### src/rtl/aes256_key_schedule_ctrl.sv
// AES-256 key-schedule sequencer: accepts a 256-bit key and streams round keys rk0..rk14 in encryption order.
// Latency: rk0 is valid the cycle after key accept; with PIPE_STAGE=1 there is a one-cycle bubble before each of rk2..rk14.
// Backpressure: rk_data/rk_idx/rk_last hold while rk_ready=0; key_ready stays low for the whole stream.

// Single combinational AES forward S-box, table based.
module aes_sbox (
    input  logic [7:0] a,
    output logic [7:0] s
);
    localparam logic [2047:0] SBOX_TABLE = {
        128'h637c777bf26b6fc53001672bfed7ab76,
        128'hca82c97dfa5947f0add4a2af9ca472c0,
        128'hb7fd9326363ff7cc34a5e5f171d83115,
        128'h04c723c31896059a071280e2eb27b275,
        128'h09832c1a1b6e5aa0523bd6b329e32f84,
        128'h53d100ed20fcb15b6acbbe394a4c58cf,
        128'hd0efaafb434d338545f9027f503c9fa8,
        128'h51a3408f929d38f5bcb6da2110fff3d2,
        128'hcd0c13ec5f974417c4a77e3d645d1973,
        128'h60814fdc222a908846eeb814de5e0bdb,
        128'he0323a0a4906245cc2d3ac629195e479,
        128'he7c8376d8dd54ea96c56f4ea657aae08,
        128'hba78252e1ca6b4c6e8dd741f4bbd8b8a,
        128'h703eb5664803f60e613557b986c11d9e,
        128'he1f8981169d98e949b1e87e9ce5528df,
        128'h8ca1890dbfe6426841992d0fb054bb16
    };

    // Entry 0 sits in the top byte of the table, so the bit offset is (255-a)*8 = {~a, 3'b000}.
    logic [7:0] a_inv;
    assign a_inv = ~a;
    assign s     = SBOX_TABLE[{a_inv, 3'b000} +: 8];
endmodule

module aes256_key_schedule_ctrl #(
    parameter int PIPE_STAGE = 0
) (
    input  logic         clk,
    input  logic         rst,
    input  logic [255:0] key,
    input  logic         key_valid,
    output logic         key_ready,
    output logic [127:0] rk_data,
    output logic [3:0]   rk_idx,
    output logic         rk_last,
    output logic         rk_valid,
    input  logic         rk_ready,
    output logic         busy
);
    localparam logic [1:0] ST_IDLE = 2'd0;
    localparam logic [1:0] ST_OUT  = 2'd1;
    localparam logic [1:0] ST_CALC = 2'd2;

    localparam logic [3:0] LAST_IDX = 4'd14;

    logic [1:0]   state_q,   state_d;
    logic [127:0] prev_q,    prev_d;
    logic [127:0] cur_q,     cur_d;
    logic [127:0] rk_data_q, rk_data_d;
    logic [3:0]   rk_idx_q,  rk_idx_d;

    // Expansion step: round n = rk_idx+1 derived from the two most recent half-keys.
    logic [3:0]   idx_n;
    logic [31:0]  t_word;
    logic [31:0]  sb_in;
    logic [31:0]  sb_out;
    logic [7:0]   rcon_byte;
    logic [31:0]  t_mix;
    logic [31:0]  o1, o2, o3, o4;
    logic [127:0] exp_key;

    assign idx_n  = rk_idx_q + 4'd1;
    assign t_word = cur_q[31:0];

    // Even rounds rotate before substitution; byte rotation commutes with SubWord so the order is free.
    assign sb_in = idx_n[0] ? t_word : {t_word[23:0], t_word[31:24]};

    aes_sbox u_sbox0 (.a(sb_in[31:24]), .s(sb_out[31:24]));
    aes_sbox u_sbox1 (.a(sb_in[23:16]), .s(sb_out[23:16]));
    aes_sbox u_sbox2 (.a(sb_in[15:8]),  .s(sb_out[15:8]));
    aes_sbox u_sbox3 (.a(sb_in[7:0]),   .s(sb_out[7:0]));

    // Rcon[n/2] for n = 2..14 is 0x01 << (n/2 - 1); odd rounds add no round constant.
    assign rcon_byte = idx_n[0] ? 8'h00 : (8'h01 << (idx_n[3:1] - 3'd1));
    assign t_mix     = sb_out ^ {rcon_byte, 24'h000000};

    assign o1      = prev_q[127:96] ^ t_mix;
    assign o2      = prev_q[95:64]  ^ o1;
    assign o3      = prev_q[63:32]  ^ o2;
    assign o4      = prev_q[31:0]   ^ o3;
    assign exp_key = {o1, o2, o3, o4};

    // Next-state logic: key load, per-handshake advance and optional result-register bubble.
    always_comb begin
        state_d   = state_q;
        prev_d    = prev_q;
        cur_d     = cur_q;
        rk_data_d = rk_data_q;
        rk_idx_d  = rk_idx_q;
        case (state_q)
            ST_IDLE: begin
                if (key_valid) begin
                    prev_d    = key[255:128];
                    cur_d     = key[127:0];
                    rk_data_d = key[255:128];
                    rk_idx_d  = 4'd0;
                    state_d   = ST_OUT;
                end
            end
            ST_OUT: begin
                if (rk_ready) begin
                    if (rk_idx_q == LAST_IDX) begin
                        // Stream complete; key_ready rises next cycle, never same-cycle.
                        rk_idx_d = 4'd0;
                        state_d  = ST_IDLE;
                    end else if (rk_idx_q == 4'd0) begin
                        // rk1 is the second key half and needs no expansion.
                        rk_data_d = cur_q;
                        rk_idx_d  = 4'd1;
                    end else begin
                        prev_d   = cur_q;
                        cur_d    = exp_key;
                        rk_idx_d = idx_n;
                        if (PIPE_STAGE == 0) begin
                            rk_data_d = exp_key;
                        end else begin
                            state_d = ST_CALC;
                        end
                    end
                end
            end
            ST_CALC: begin
                // cur_q already holds the registered expansion result.
                rk_data_d = cur_q;
                state_d   = ST_OUT;
            end
            default: begin
                state_d = ST_IDLE;
            end
        endcase
    end

    // State and datapath registers with synchronous reset.
    always_ff @(posedge clk) begin
        if (rst) begin
            state_q   <= ST_IDLE;
            prev_q    <= '0;
            cur_q     <= '0;
            rk_data_q <= '0;
            rk_idx_q  <= '0;
        end else begin
            state_q   <= state_d;
            prev_q    <= prev_d;
            cur_q     <= cur_d;
            rk_data_q <= rk_data_d;
            rk_idx_q  <= rk_idx_d;
        end
    end

    assign key_ready = (state_q == ST_IDLE);
    assign rk_valid  = (state_q == ST_OUT);
    assign rk_last   = (state_q == ST_OUT) && (rk_idx_q == LAST_IDX);
    assign busy      = (state_q != ST_IDLE);
    assign rk_data   = rk_data_q;
    assign rk_idx    = rk_idx_q;
endmodule
### config.mk
export PLATFORM = sky130hd
export DESIGN_NAME = aes256_key_schedule_ctrl
export DESIGN_NICKNAME = d
export VERILOG_FILES = /design/src/rtl/aes256_key_schedule_ctrl.sv
export SDC_FILE = /design/constraint.sdc
export NUM_CORES = 2
export LEC_CHECK = 0
export CORE_MARGIN = 3
export CORE_UTILIZATION = 50
export CTS_BUF_LIST = sky130_fd_sc_hd__clkbuf_16
export DETAILED_ROUTE_END_ITERATION = 6
export DONT_BUFFER_PORTS = 1
export MAX_ROUTING_LAYER = met4
export PLACE_DENSITY = 0.69
export REMOVE_ABC_BUFFERS = 1
export SYNTH_ARGS = -nofsm -noshare
export SYNTH_HDL_FRONTEND = slang
export SYNTH_SLANG_ARGS = --single-unit
### constraint.sdc
create_clock -name clk -period 6.06 [get_ports clk]
set_input_delay 0.909 -clock clk [delete_from_list [all_inputs] [get_ports clk]]
set_output_delay 0.909 -clock clk [all_outputs]
set_load 0.05 [all_outputs]
==> summary.txt <==
Logic synthesis
  – EDFF count, synth: 0
  – Cell count after synthesis: 5075
  – Mapped Area: 36200 sq um
  – Synth Area per Inst: 7.14 sq um
  – Synth Warn #: 0
  – Synth async-reset ratio: 0
  – Synth Register Bits: 389
  – Largest area contributor in the netlist: dfxtp_1
  – Synth top area share: 0.215
  – Synth cell types: 117
  – Register area share after synthesis: 0.215
  – Synth area leaders: dfxtp_1 21%, a21oi_1 6.5%, o21ai_0 5.7%
  – Ys flop type: dfxtp_1

Worst setup path
  – Worst Path Max Fanout: 20
  – CP top delay family: compound AO/OA/AOI/OAI gates
  – Crit. End Element: register
  – Type of origin of the critical path: register
  – Crit path buf inv count: 3
  – Highest-delay cell along the critical path: a2111oi_0
  – Crit-path cells: mux2i_2, clkinv_1, buf_4, ha_1, clkinv_1, a211oi_1, a211oi_1, a21oi_1, a2111oi_0, a211oi_1, mux2i_1, xnor3_1, xnor2_1, nor2_1, o32ai_1
  – Required time of the critical path: 6530 ps
  – Critical path arrival: 5960 ps
  – Setup CP Type: register to register
  – Delay of the slowest cell on the worst path: 690 ps
  – CP dominant cell by count: a211oi_1

STA
  – Sum Neg Setup Slack: 0 ps
  – Worst-Margin Slew: 1450 ps
  – RSZ-0062 raised after global routing: false
  – Achievable frequency: 182 MHz
  – Crit share post-route: 0.905
  – Final Max Slew Viols: 0
  – Final Hold Violating Endpoints: 0
  – Headroom to the max-slew limit: 0.0239
  – Final WS setup: 573 ps
  – Worst clock skew: 24.4 ps
  – Final setup fails: 0
  – Final Critical Period: 5490 ps

Pwr
  – Switch share: 0.495
  – Switch Pwr: 6.11 mW
  – Worst VDD drop: 0.316 mV
  – Pint: 6.23 mW
  – Leak pwr: 13.5 nW
  – Power Dens Cells: 323 nW/um^2
  – Sequential Power Share: 0.292
  – Gate power share: 0.513
  – Clock power frac: 0.195
  – Tot Pwr: 12.3 mW

Global routing
  – GRT Total Usage: 0.501
  – First-pass GRT wire length: 280000 um
  – Vias in the first global route: 39900
  – Grt ovf: 0
  – Initial antenna violation count: 22
  – Largest net degree at the start of global routing: 260

Clocking
  – Post_cts resized: 0
  – Latest clock arrival within the worst-skew pair: 590 ps
  – CTS Buf Count: 41
  – Setup Fix Bufs, Post-CTS: 0
  – CTS tree: done
  – H-tree depth: 2
  – Clock Sinks: 389
  – Max clock buf depth: 3
  – Root buffer cell: clkbuf_16
  – CTS Hold Bufs: 0
  – CTS clock-pin slew for the worst setup and hold paths: 70 ps

Floorplan
  – I/O pins: 396
  – Die Width: 275 um
  – Starting Density: 0.506
  – Die ar.: 75700 sq um
  – Die height: 275 um
  – Core box area: 71600 sq um
  – Rows: 98

Flow run
  – # Max-Cap Violations: 0

Detailed routing
  – Via density: 7.65
  – Initial DRC count: 8019
  – Drt pass-1 iters: 7
  – Via count: 44500
  – DRC viols: 3
  – Final WL: 195000 um
  – Post-DRT Antenna Nets: 0
  – WL/cell: 33.5 um

Outcome
  – Failing checks: DRC
  – Status: complete, but fails checks

Place
  – Inst Count DP: 5712
  – Final GP Congestion: 1.16
  – Placed Instance Area: 36900 sq um
  – I/O Buffers: 0
  – Dpl ws: 906 ps
  – Detailed placer's ending HPWL: 136000 um

Final layout
  – Non-filler instance count after layout: 5809
  – # nets final: 5124
  – Fillers: 7125
  – Sequential cell area: 7800 sq um
  – Area added between synthesis and finish: 5.36%
  – Multi-input gate area: 25700 sq um
  – Final instance area: 38200 sq um
  – Layout cells sized above 1: 0.0982

Min path
  – Worst Hold Class: primary input to register
## cell type report
class / count / area share
antenna: 22 / 0.00144
clock buffer: 41 / 0.0269
clock inverter: 34 / 0.00537
inverter: 59 / 0.00603
multi-input combinational: 4067 / 0.674
sequential: 389 / 0.204
tap: 950 / 0.0311
timing repair buffer: 247 / 0.0505
## cell families after synthesis
kind of cell,share of synthesized area
adders and majority gates,0.0204
and+or+nand+nor,0.211
buffers and inverters,0.0785
DFF,0.215
AOI/OAI and AO/OA,0.373
xor gates and xnor gates,0.0562
muxes,0.0467
## power groups by stage
stage	combinational, mW	sequential, mW	clock (mW)
after floorplan	3.80	3.58	0
after global placement	5.95	3.62	0
after detailed placement	5.90	3.63	0
after CTS	5.93	3.58	2.40
after global routing	6.55	3.63	2.50
final	6.33	3.60	2.40
## cells in the mapped netlist (29+ instances only)
library cell,count
a211oi_1,217
a21oi_1,468
a221oi_1,67
a22oi_1,57
a311oi_1,32
a31oi_1,69
and3_1,30
buf_1,39
buf_2,125
buf_4,31
clkbuf_1,334
dfxtp_1,389
ha_1,59
inv_1,43
mux2i_1,85
nand2_1,412
nand2b_1,52
nand3_1,88
nor2_1,551
nor2b_1,72
nor3_1,203
nor3b_1,29
nor4_1,69
o211ai_1,75
o21ai_0,415
o221ai_1,41
o22ai_1,212
or3_1,32
xnor2_1,114
xor2_1,50
## per-layer routing
layer,up-vias,share of wire,track usage
li1,18600,-,-
met1,21000,0.37,0.621
met2,3936,0.41,0.704
met3,975,0.15,0.186
met4,0,0.072,0.268
met5,-,0,-
## cell usage in the layout (no fill, tap or decap), types with 29 or more instances in the layout
| cell type | synthesis | final |
|---|---|---|
| a221oi_1 | 67 | 67 |
| nand2b_1 | 52 | 52 |
| and3_1 | 30 | 30 |
| nor3_1 | 203 | 203 |
| o221ai_1 | 41 | 41 |
| o211ai_1 | 75 | 75 |
| nand3_1 | 88 | 88 |
| o22ai_1 | 212 | 212 |
| a22oi_1 | 57 | 57 |
| or3_1 | 32 | 32 |
| a211oi_1 | 217 | 217 |
| inv_1 | 43 | 48 |
| mux2i_1 | 85 | 77 |
| nor4_1 | 69 | 69 |
| a31oi_1 | 69 | 69 |
| nand2_1 | 412 | 409 |
| a21oi_1 | 468 | 467 |
| clkbuf_16 | 0 | 41 |
| nor3b_1 | 29 | 29 |
| nor2b_1 | 72 | 71 |
| ha_1 | 59 | 59 |
| xor2_1 | 50 | 50 |
| buf_4 | 31 | 241 |
| nor2_1 | 551 | 548 |
| dfxtp_1 | 389 | 380 |
| xnor2_1 | 114 | 114 |
| a311oi_1 | 32 | 32 |
| o21ai_0 | 415 | 415 |
## metrics by stage
stage               utilization  hold WS [ps]
floorplan                     -           439
global placement          0.515           456
detailed placement        0.515           462
CTS                       0.532           397
global route              0.533           394
finish                    0.533           397
## state kept, by name (all words and copies together), names as in the netlist
register and count:
state_q 1, prev_q 128, rk_idx 4, rk_data 128, cur_q 128
## final timing paths
path	startpoint	to	slack, ps	cells past startpoint
max	rk_idx[0]	rk_data[39]	570	15
min	rst	prev_q[94]	400	1
max reg2reg	rk_idx[0]	rk_data[39]	570	15
min reg2reg	cur_q[106]	cur_q[106]	470	2
(Power assumes the default switching activity.)
